`config.mk`:
```
export PLATFORM = sky130hd
export DESIGN_NAME = led_pattern_ctrl
export DESIGN_NICKNAME = d
export VERILOG_FILES = /design/src/rtl/led_pattern_ctrl.sv
export SDC_FILE = /design/constraint.sdc
export NUM_CORES = 1
export LEC_CHECK = 0
export ABC_AREA = 1
export BUFFER_PORTS_ARGS = -buffer_cell sky130_fd_sc_hd__buf_2
export CORE_MARGIN = 5
export CORE_UTILIZATION = 45
export DETAILED_ROUTE_END_ITERATION = 8
export GPL_TIMING_DRIVEN = 0
export PLACE_DENSITY_LB_ADDON = 0.12
export SYNTH_ARGS = -nofsm -noshare
export SYNTH_HDL_FRONTEND = slang
export SYNTH_SLANG_ARGS = --single-unit
```
`constraint.sdc`:
```
create_clock -name clk -period 2.75 [get_ports clk]
set_input_delay 0.4125 -clock clk [delete_from_list [all_inputs] [get_ports clk]]
set_output_delay 0.4125 -clock clk [all_outputs]
set_load 0.02 [all_outputs]
```
`src/rtl/led_pattern_ctrl.sv`:
```
// Multi-channel LED pattern driver: OFF / steady ON / continuous BLINK / counted FLASH.
// Latency: a command accepted on edge T shows on leds at T+1; done pulses one cycle at FLASH end.
// No backpressure: every cmd_valid edge is taken and preempts whatever is running.
module led_pattern_ctrl #(
  parameter int N_LED       = 4,
  parameter int HALF_PERIOD = 25000000,
  parameter int CNT_W       = 4
) (
  input  logic             clk,
  input  logic             rst_n,
  input  logic             cmd_valid,
  input  logic [1:0]       cmd_mode,
  input  logic [N_LED-1:0] cmd_mask,
  input  logic [CNT_W-1:0] cmd_count,
  output logic [N_LED-1:0] leds,
  output logic             busy,
  output logic             done
);

  // Prescaler just wide enough to count 0..HALF_PERIOD-1.
  localparam int PW = (HALF_PERIOD > 1) ? $clog2(HALF_PERIOD) : 1;
  localparam logic [PW-1:0] PRESC_LAST = PW'(HALF_PERIOD - 1);

  // Command encodings.
  localparam logic [1:0] MODE_OFF   = 2'd0;
  localparam logic [1:0] MODE_ON    = 2'd1;
  localparam logic [1:0] MODE_BLINK = 2'd2;
  localparam logic [1:0] MODE_FLASH = 2'd3;

  // Controller states.
  localparam logic [1:0] ST_IDLE  = 2'd0;
  localparam logic [1:0] ST_ON    = 2'd1;
  localparam logic [1:0] ST_BLINK = 2'd2;
  localparam logic [1:0] ST_FLASH = 2'd3;

  logic [1:0]       state_q, state_d;
  logic [N_LED-1:0] mask_q,  mask_d;
  logic [CNT_W-1:0] cnt_q,   cnt_d;
  logic [PW-1:0]    presc_q, presc_d;
  logic             phase_q, phase_d;
  logic [N_LED-1:0] leds_q,  leds_d;
  logic             busy_q,  busy_d;
  logic             done_q,  done_d;

  logic running;
  logic tick;

  // The prescaler only advances while a waveform is being generated.
  always_comb begin
    running = (state_q == ST_BLINK) || (state_q == ST_FLASH);
    tick    = running && (presc_q == PRESC_LAST);
  end

  // Next-state logic: a new command always wins over any in-flight tick or completion.
  always_comb begin
    state_d = state_q;
    mask_d  = mask_q;
    cnt_d   = cnt_q;
    presc_d = presc_q;
    phase_d = phase_q;
    busy_d  = busy_q;
    done_d  = 1'b0;

    if (cmd_valid) begin
      // Preemption: restart timing from scratch, drop any pending FLASH without done.
      mask_d  = cmd_mask;
      presc_d = '0;
      cnt_d   = '0;
      busy_d  = 1'b0;
      phase_d = 1'b0;
      case (cmd_mode)
        MODE_OFF: begin
          state_d = ST_IDLE;
        end
        MODE_ON: begin
          state_d = ST_ON;
        end
        MODE_BLINK: begin
          state_d = ST_BLINK;
          phase_d = 1'b1;
        end
        MODE_FLASH: begin
          if (cmd_count == '0) begin
            // Nothing to flash: report completion straight away.
            state_d = ST_IDLE;
            done_d  = 1'b1;
          end else begin
            state_d = ST_FLASH;
            cnt_d   = cmd_count;
            busy_d  = 1'b1;
            phase_d = 1'b1;
          end
        end
        default: begin
          state_d = ST_IDLE;
        end
      endcase
    end else if (running) begin
      if (tick) begin
        presc_d = '0;
        phase_d = ~phase_q;
        // A tick during the off-phase closes one on/off pair of a FLASH.
        if ((state_q == ST_FLASH) && !phase_q) begin
          if (cnt_q <= CNT_W'(1)) begin
            state_d = ST_IDLE;
            cnt_d   = '0;
            phase_d = 1'b0;
            busy_d  = 1'b0;
            done_d  = 1'b1;
          end else begin
            cnt_d = cnt_q - CNT_W'(1);
          end
        end
      end else begin
        presc_d = presc_q + PW'(1);
      end
    end else begin
      // IDLE and ON keep the timing state parked at zero.
      presc_d = '0;
      phase_d = 1'b0;
    end
  end

  // LED drive is derived from the next state so it is registered alongside it.
  always_comb begin
    leds_d = '0;
    case (state_d)
      ST_ON:    leds_d = mask_d;
      ST_BLINK: leds_d = phase_d ? mask_d : '0;
      ST_FLASH: leds_d = phase_d ? mask_d : '0;
      default:  leds_d = '0;
    endcase
  end

  // State registers with synchronous active-low reset; reset beats any command.
  always_ff @(posedge clk) begin
    if (!rst_n) begin
      state_q <= ST_IDLE;
      mask_q  <= '0;
      cnt_q   <= '0;
      presc_q <= '0;
      phase_q <= 1'b0;
      leds_q  <= '0;
      busy_q  <= 1'b0;
      done_q  <= 1'b0;
    end else begin
      state_q <= state_d;
      mask_q  <= mask_d;
      cnt_q   <= cnt_d;
      presc_q <= presc_d;
      phase_q <= phase_d;
      leds_q  <= leds_d;
      busy_q  <= busy_d;
      done_q  <= done_d;
    end
  end

  assign leds = leds_q;
  assign busy = busy_q;
  assign done = done_q;

endmodule

```
==> Yosys cells after proc, flatten, opt, wreduce, memory -nomap -nowiden <==
Index checks and enable logic that the tools add are counted.
{ "word_totals": {"regBits": 42, "in_bits": 13} }
{ "op_classes": {"eq_ne": 9, "addsub": 2, "reduce_logical": 14, "n_mux": 37, "order_cmp": 1, "bitwise": 3} }
{ "ops": {"columns": ["op", "count"], "rows": [
  ["$mux W4", 9],
  ["$add A25 B1 Y25 const B", 1],
  ["$eq A25 B25 Y1 const B", 1],
  ["$mux W1", 19],
  ["$eq A2 B2 Y1 const B", 6],
  ["$mux W2", 6],
  ["$pmux W2 S4", 1],
  ["$pmux W4 S2", 1],
  ["$reduce_bool A2 Y1", 4],
  ["$eq A2 B1 Y1 const B", 2],
  ["$le A4 B1 Y1 const B", 1],
  ["$logic_not A4 Y1", 1],
  ["$reduce_and A4 Y1", 1],
  ["$reduce_or A4 Y1", 1],
  ["$sub A4 B1 Y4 const B", 1],
  ["$not A1 Y1", 3],
  ["$reduce_and A3 Y1", 1],
  ["$logic_and A1 B1 Y1", 2],
  ["$logic_not A2 Y1", 1],
  ["$pmux W1 S2", 1],
  ["$reduce_or A2 Y1", 1],
  ["$logic_not A1 Y1", 1],
  ["$logic_or A1 B1 Y1", 1]
]} }

==> Longest topological paths before layout <==
Gate-level depths: netlist of the first run.
{ "depth": {"word_depth": 9, "mapped_depth": 12, "mapped_depth_nobuf": 12} }

==> Worst setup path before layout of the first run <==
OpenSTA, ideal clock, no wires.
{ "synth_path": {"path_type": "register to register", "startpoint": "reg presc_q[0]", "endpoint": "reg leds_q[0] (netlist: leds[0])", "required_time_ns": 2.636, "path_buffers": 0, "arrival_time_ns": 1.400, "stages_incl_launch_ff": 11, "setup_time_ns": 0.114, "slack_ns": 1.236, "cell_sequence": "dfxtp_1 -> ha_1 -> nand3_4 -> nor2_1 -> nand2_1 -> nor2_1 -> nand4_1 -> nand2_1 -> nand3_1 -> nand2_1 -> nor2_1"} }
{ "synth_between": {"elab_chain_len": 8, "word_cells_on_any_way": 14, "classes_between": "eq/ne (4); mux (8); reduce/logical (2)"} }
{ "synth_lines": {"columns": ["item", "line", "source"], "rows": [
  ["start: declaration", "39", "logic [PW-1:0] presc_q, presc_d;"],
  ["start signal: assignment", "150", "presc_q <= presc_d;"],
  ["$eq A25 B25 Y1 (*)", "51", "tick = running && (presc_q == PRESC_LAST);"],
  ["$logic_and A1 B1 Y1 (*)", "51", null],
  ["$mux W2", "99", "if (tick) begin"],
  ["$mux W2", "98", "end else if (running) begin"],
  ["$mux W2", "64", "if (cmd_valid) begin"],
  ["$eq A2 B2 Y1", "127", "case (state_d)"],
  ["$reduce_or A2 Y1 (no line)", null, null],
  ["$pmux W4 S2 (*)", "127", null],
  ["end signal: assignment", "152", "leds_q <= leds_d;"],
  ["end: declaration", "41", "logic [N_LED-1:0] leds_q, leds_d;"]
]} }
Every way passes the cells marked *; elsewhere a longest branch is shown, timed or not.
A chain may end at the register's enable or synchronous reset.

==> Worst setup path in the final report of the first run <==
Same ends and word-level chain as after synthesis.

==> impl_results.md, run 1 <==
- WP buf/inv: 0
- Max Fclk: 559 MHz
- Ant. Diodes: 0
- Fin crit share: 65.1%
- Critical Path Fanout Max: 6
- Fill count: 478
- Req. time, crit path: between 2000 and 3000 ps
- HP Class: input port to flop
- Hpwl dp: about 3400 microns
- Mapped Area: ~0.0022 sq mm
- DRC: 0
- CTS clk-pin slew, worst paths: roughly 80 ps
- Final Hold Fails: 0
- Reg2reg start: presc_q[0]$_SDFF_PP0_
- Max_slew headroom: 71.5%
- Vias in the first global route: around 1.8k
- Initial detailed-routing violation count: 100
- Die ar.: 0.00633 sq mm
- CP max stage delay: about 380 ps
- Number of setup buffers added after CTS: 0
- Critical Path Start Type: flop
- I/O pin cnt: 19
- Seq pwr share: 52.0%
- Vias per cell: ~4.8
- Critical path endpoint: leds[0]$_SDFF_PN0_
- Reg2reg path depth: 10
- Reg2reg setup slack: 960 ps
- Final TNS setup: 0 ps
- Levels on crit path: 10
- Initial antenna violation count: 0
- Max clock buf depth: 2
- Min cycle time layout: roughly 1800 ps
- Clock network fraction of total power: roughly two fifths
- DP Cell Count: 391
- Outcome: finished, final reports clean
- Comb pwr share: around 7.0%
- Pin count of the biggest net entering global routing: 15
- Reg-to-Reg End: leds[0]$_SDFF_PN0_
- CTS tree: yes
- Critical path launch point: presc_q[0]$_SDFF_PP0_
- Arr. time, crit path: 1990 ps
- MaxCap Viol Count: 0
- Global-route wire length before repair: between 7000 and 8000 microns
- Nets: about 350
- Internal Pwr Total: roughly 920 uW
- Root buffer cell: clkbuf_8
- Yosys cell types: 36
- Pwr/cell area: slightly below 500 mW/mm^2
- Final cell count without fillers: ~400
- Syn Inst Count: 307
- RD Place Congestion: approximately 0.84
- Crit-path cells: ha_1, nand3_4, nor2_1, nand2_1, nor2_1, nand4_1, nand2_1, nand3_1, nand2_1, nor2_1
- Share of cells above drive strength 1: 15.1%
- Seq cells post-synth: 42
- Critical path capture point type: flop
- Die X: just under 80 microns
- Hold-fix buffers at CTS: 0
- WL/cell: around 11 microns
- Measured slew at the worst slew-check pin: 424 ps
- Syn_area_per_cell: between 7 and 8 sq um
- CTS resizes: 0
- Die Y: about 80 microns
- Max-slew violation count: 0
- Clock sinks: 42
- Setup violators final: 0
- VDD IR-drop max: 0.277 mV
- Post-Route Skew: about 3.8 ps
- Sw frac: a little under a quarter
- RSZ-0062 raised after global routing: false
- Synth-to-Final Area Change: 13.0%
- Via count: 1908
- Slowest cell on crit path: dfxtp_1
- CTS HTree Levels: 2
- Switch Pwr: 281 uW
- Top delay family on crit path: simple AND/OR/NAND/NOR gates
- Total track usage: 15.9%
- Input/output buffers: 17
- Starting Density: a little under half
- Post-synthesis sequential area ratio: approximately two fifths
- Routed wire length: approximately 4500 microns
- Worst skew pair latency: 300 ps
- # rows: 25
- Synth warnings: 0
- Leak Pwr: between 0.001 and 0.0015 uW
- Setup CP Type: flop to flop
- First-pass DRT Iterations: 4
- Post-Syn Nets: 323
- Final ANT Viol Nets: 0
- Core Area: ~0.0047 sq mm
- Cts bufs inserted: 5
- Global route total overflow: 0
-- per-layer routing --
| metal | part of all wire [%] | wire (microns) | vias up | GRT usage (%) |
|---|---|---|---|---|
| li1 | - | - | 1037 | - |
| met1 | 50 | 2250 | 831 | 20.2 |
| met2 | 45 | 2000 | 34 | 25.6 |
| met3 | 3.6 | 160 | 6 | 4.40 |
| met4 | 1.5 | 68 | 0 | 5.67 |
| met5 | 0 | 0 | - | 0 |
-- placed cells by master, fill, tap and decap left out, types with 2 or more instances in the layout --
cell / netlist / routed
dfxtp_1: 42 / 42
buf_6: 2 / 2
o22ai_1: 2 / 2
nand4_2: 2 / 2
nor3_1: 11 / 11
nand3_2: 3 / 3
o21ai_0: 10 / 10
buf_2: 1 / 18
ha_1: 3 / 3
nor2_1: 44 / 44
nand3_1: 16 / 16
inv_1: 48 / 48
clkbuf_8: 0 / 5
xor2_1: 5 / 5
nand2_1: 60 / 60
nor2_2: 3 / 3
xnor2_1: 2 / 2
a21oi_1: 20 / 20
nand4_1: 10 / 10
nand2_2: 3 / 3
clkinvlp_4: 0 / 2
o21a_1: 2 / 2
or2_2: 3 / 3
-- per-stage QoR --
step | cell area (sq um) | total power (uW) | setup slack (ps) | utilization [%] | hold slack, ps
after floorplan | 2180 | 699 | 1240 | - | 429
after global placement | 2340 | 724 | 965 | 49.6 | 446
after detailed placement | 2340 | 724 | 975 | 49.6 | 458
after CTS | 2460 | 1220 | 948 | 52.1 | 397
after global routing | 2460 | 1270 | 729 | 52.1 | 403
final | 2460 | 1200 | 960 | 52.1 | 410
-- area by class of cell --
cell class | count | area, sq um | area share (%)
buffer | 4 | 35.0 | 1.42
clock buffer | 5 | 68.8 | 2.80
clock inverter | 3 | 45.0 | 1.83
inverter | 48 | 180 | 7.33
multi-input combinational | 213 | 1120 | 45.5
sequential | 42 | 841 | 34.2
tap | 67 | 83.8 | 3.41
timing repair buffer | 17 | 85.1 | 3.46
-- sequential cells by signal (all words and copies together), names as in the netlist --
| name | flops |
|---|---|
| state_q | 2 |
| done | 1 |
| cnt_q | 4 |
| phase_q | 1 |
| busy | 1 |
| leds | 4 |
| presc_q | 25 |
| mask_q | 4 |
-- worst min-delay path by stage --
| stage | startpoint | end | cells past startpoint | slack, ps |
|---|---|---|---|---|
| CTS | cmd_mask[2] | mask_q[2]$_SDFF_PN0_ | 5 | 400 |
| global placement | presc_q[0]$_SDFF_PP0_ | presc_q[0]$_SDFF_PP0_ | 1 | 450 |
| finish | cmd_mask[2] | mask_q[2]$_SDFF_PN0_ | 5 | 410 |
| detailed placement | presc_q[0]$_SDFF_PP0_ | presc_q[0]$_SDFF_PP0_ | 1 | 460 |
| floorplan | presc_q[0]$_SDFF_PP0_ | presc_q[0]$_SDFF_PP0_ | 1 | 430 |
| global route | rst_n | mask_q[1]$_SDFF_PN0_ | 3 | 400 |
-- power groups by stage --
stage,Sequential [uW],Clock [uW],Combinational (uW)
after floorplan,643,0,56.2
after global placement,640,0,83.4
after CTS,626,513,84.1
final,626,494,83.7
after detailed placement,640,0,83.8
after global routing,628,545,95.9
-- worst reg2reg max path: stages (launching register included) --
cell	delay, ps
dfxtp_1	380
ha_1	240
nand3_4	140
nor2_1	200
nand2_1	110
nor2_1	120
nand4_1	120
nand2_1	110
nand3_1	70
nand2_1	150
nor2_1	60
-- synth_stat cells (all sizes together) --
cell,number,share of area (%)
a31oi,1,0.29
ha,3,1.7
a21oi,20,4.6
buf,4,1.6
xnor2,2,0.81
o21a,2,0.69
o22ai,2,0.57
inv,48,8.3
nor4,2,0.86
or2,4,1.2
nor2,48,9.0
nand4,12,4.0
nor3b,1,0.57
nand3,20,5.9
a211oi,1,0.35
o21bai,1,0.35
o21ai,12,3.3
dfxtp,42,39
nand2,64,12
a21boi,1,0.35
nor3,12,3.3
xor2,5,2.0
-- logic make-up (layout without fill, tap and decap cells) --
logic type / count (synthesis) / count (layout) / share of synthesized area, %
compound gates: 40 / 40 / 10.5
xor+xnor: 7 / 7 / 2.82
fa+ha+maj: 3 / 3 / 1.73
buf+inv: 52 / 77 / 9.89
flops: 42 / 42 / 38.6
simple gates: 163 / 163 / 36.5
No activity file was read; power rests on OpenSTA's default activity.
==> inputs of run 2 (changes only) <==
ABC_AREA = 0   (was 1)
clock period = 1.51 ns   (was 2.75 ns; I/O delays follow)
==> run 2 against run 1 <==
Net effect: the run now ends with negative setup slack left; clock skew up 4.5 ps; register-to-register slack worse by 1400 ps; combinational power rose by 120%; sequential power grew 81%; clock-buffer cell count stayed put; design area grew 6.1%; sequential cell count stayed put.
==> impl_results.md, run 2 <==
- Commonest non-fill, non-tap cell in the layout: nor2_1
- Most frequent cells in the layout: nor2_1 (40), dfxtp_1 (25), xnor2_1 (19)
- Post-Syn Nets: between 200 and 250
- Core Area: between 0.004 and 0.005 sq mm
- Number of synthesized flops with an enable pin: 0
- Max clock buf depth: 2
- WL/cell: 14.1 microns
- Setup violators final: 34
- Synth warnings: 0
- Initial detailed-routing violation count: 160
- Pwr/cell area: around 860 mW/mm^2
- Die ar.: just under 0.006 sq mm
- Worst skew pair latency: around 300 ps
- Mapped Area: 0.00197 sq mm
- Reg-to-Reg End: leds[3]$_SDFF_PN0_
- Post-Route Skew: 8.29 ps
- Via count: 1753
- Leak Pwr: 0.000910 uW
- # rows: 24
- WP buf/inv: 0
- Failing checks: negative setup slack
- Clock sinks: 42
- Post-synth top cells: dfxtp_1 (42), nor2_1 (40), xnor2_1 (19), nand2_1 (18), nand3_1 (15)
- Crit-path cells: nor4_4, nand2_2, or4_4, a311o_2, a21oi_2
- Fraction of registers with async set/reset: 0%
- Top delay family on crit path: simple AND/OR/NAND/NOR gates
- Max Fclk: between 500 and 600 MHz
- Synth-to-Final Area Change: 32.7%
- Worst setup margin: -396 ps
- Hold-fix buffers at CTS: 0
- DRC: 0
- Root buffer cell: clkbuf_8
- Seq cells post-synth: 42
- Global-route wire length before repair: a little under 8000 microns
- Top cells by area, synth: dfxtp_1 (43%), xnor2_1 (8.5%), nor2_1 (7.6%)
- Initial antenna violation count: 0
- Overall Power: roughly 2200 uW
- First-pass DRT Iterations: 4
- RSZ-0062 raised after global routing: true
- Syn_area_per_cell: around 8.5 sq um
- Max-slew violation count: 0
- RD Place Congestion: between 0.7 and 0.8
- Critical Path Fanout Max: 4
- Outcome: finished, violations left
- Critical path endpoint: leds[3]$_SDFF_PN0_
- Reg with most FFs: presc_q
- Area leader, netlist: dfxtp_1
- Internal Pwr Total: between 1500 and 2000 uW
- Final ANT Viol Nets: 0
- Req. time, crit path: about 1800 ps
- Critical path launch point: presc_q[8]$_SDFF_PP0_
- Dpl ws: -414 ps
- Clock network fraction of total power: approximately two fifths
- Vias per cell: around 5.4
- Fin crit share: 126%
- CTS clk-pin slew, worst paths: around 90 ps
- Critical path capture point type: flop
- Reg2reg path depth: 5
- Share of cells above drive strength 1: between 30% and 40%
- Comb pwr share: slightly above 8%
- Die X: between 70 and 80 microns
- VDD IR-drop max: between 0.4 and 0.5 mV
- Reg2reg start: presc_q[8]$_SDFF_PP0_
- Cts bufs inserted: 5
- Arr. time, crit path: 2150 ps
- Main synth FF type: dfxtp_1
- Global route total overflow: 0
- Levels on crit path: 5
- Starting Density: 45.8%
- Setup CP Type: flop to flop
- MaxCap Viol Count: 0
- I/O pin cnt: 19
- Pin count of the biggest net entering global routing: 15
- Sw frac: approximately a quarter
- Min cycle time layout: about 1900 ps
- Post-synthesis sequential area ratio: 42.8%
- Critical Path Start Type: flop
- Hold Slack: slightly above 200 ps
- HP Class: input port to flop
- Measured slew at the worst slew-check pin: 679 ps
- CP max stage delay: between 500 and 600 ps
- Nets: slightly below 300
- Max_slew headroom: 54.3%
- Number of flip-flops in the largest register: 25
- Routed wire length: between 4000 and 5000 microns
- Reg2reg setup slack: -400 ps
- Final TNS setup: -11040 ps
- Hpwl dp: a little under 3000 microns
- Seq pwr share: about half
- Yosys cell types: 36
- Slowest cell on crit path: or4_4
- Die Y: between 70 and 80 microns
- Switch Pwr: roughly 540 uW
- CTS HTree Levels: 2
- Final Hold Fails: 0
- Cell with the most instances after synthesis: dfxtp_1
- Vias in the first global route: 1695
- CTS tree: yes
- Post-synth top area share: 42.8%
- Ant. Diodes: 0
- Input/output buffers: 17
- Syn Inst Count: about 230
- Total track usage: 16.4%
-- run 2: how the worst min path moves through the flow --
stage / startpoint / end / slack, ps / depth (start not counted)
final: cmd_mask[2] / mask_q[2]$_SDFF_PN0_ / 210 / 3
after global routing: rst_n / cnt_q[2]$_SDFFE_PN0P_ / 210 / 2
after CTS: cmd_mask[2] / mask_q[2]$_SDFF_PN0_ / 200 / 3
after detailed placement: presc_q[0]$_SDFF_PP0_ / presc_q[0]$_SDFF_PP0_ / 470 / 1
after global placement: presc_q[0]$_SDFF_PP0_ / presc_q[0]$_SDFF_PP0_ / 460 / 1
after floorplan: rst_n / cnt_q[2]$_SDFFE_PN0P_ / 340 / 1
-- run 2: timing repair --
item,in CTS,in global routing
hold endpoints to repair,0,0
cloned,1,0
buffers inserted,18,0
resized for setup,41,12
pin swaps,14,8
setup endpoints to repair,38,38
-- run 2: layout make-up --
class                      instances  area, sq um
clock inverter                     3         45.0
sequential                        42          877
clock buffer                       5         68.8
buffer                             6         45.0
tap                               52         65.1
multi-input combinational        173         1220
fill                             375         1690
inverter                           9         33.8
timing repair buffer              36          254
-- run 2: per-layer routing --
metal | share of wire, % | up-vias | wire length [microns] | global-route usage, %
met5 | 0 | - | 0 | 0
met4 | 2.0 | 0 | 91 | 8.39
met3 | 3.0 | 10 | 138 | 3.78
met2 | 47 | 27 | 2140 | 24.5
met1 | 48 | 826 | 2210 | 22.1
li1 | - | 890 | - | -
-- run 2: power groups by stage --
stage          clock, uW  combinational (uW)  sequential, uW
2_1_floorplan          0                93.1            1170
3_3_place_gp           0                 148            1170
3_5_place_dp           0                 149            1170
4_1_cts              932                 183            1140
5_1_grt              992                 205            1140
6_report             914                 186            1130
-- run 2: cell families (layout without fill, tap and decap cells) --
family / Yosys count / in the layout / share of synthesized area [%]
flops: 42 / 42 / 42.8
fa+ha+maj: 3 / 3 / 1.91
compound gates: 22 / 22 / 7.38
mux: 4 / 4 / 2.04
xor+xnor: 24 / 24 / 10.7
simple gates: 120 / 120 / 31.6
buf+inv: 16 / 59 / 3.63
-- run 2: stage by stage --
step           util (%)  cells  cell area [sq um]
4_1_cts            59.7    326               2560
3_5_place_dp       50.5    300               2170
2_1_floorplan         -    231               2020
6_report           60.8    326               2610
5_1_grt            60.8    326               2610
3_3_place_gp       50.5    300               2170
-- run 2: tightest hold or removal path, stage by stage --
cell	delay, ps
buf_2	70
mux2i_1	50
nor2_1	110
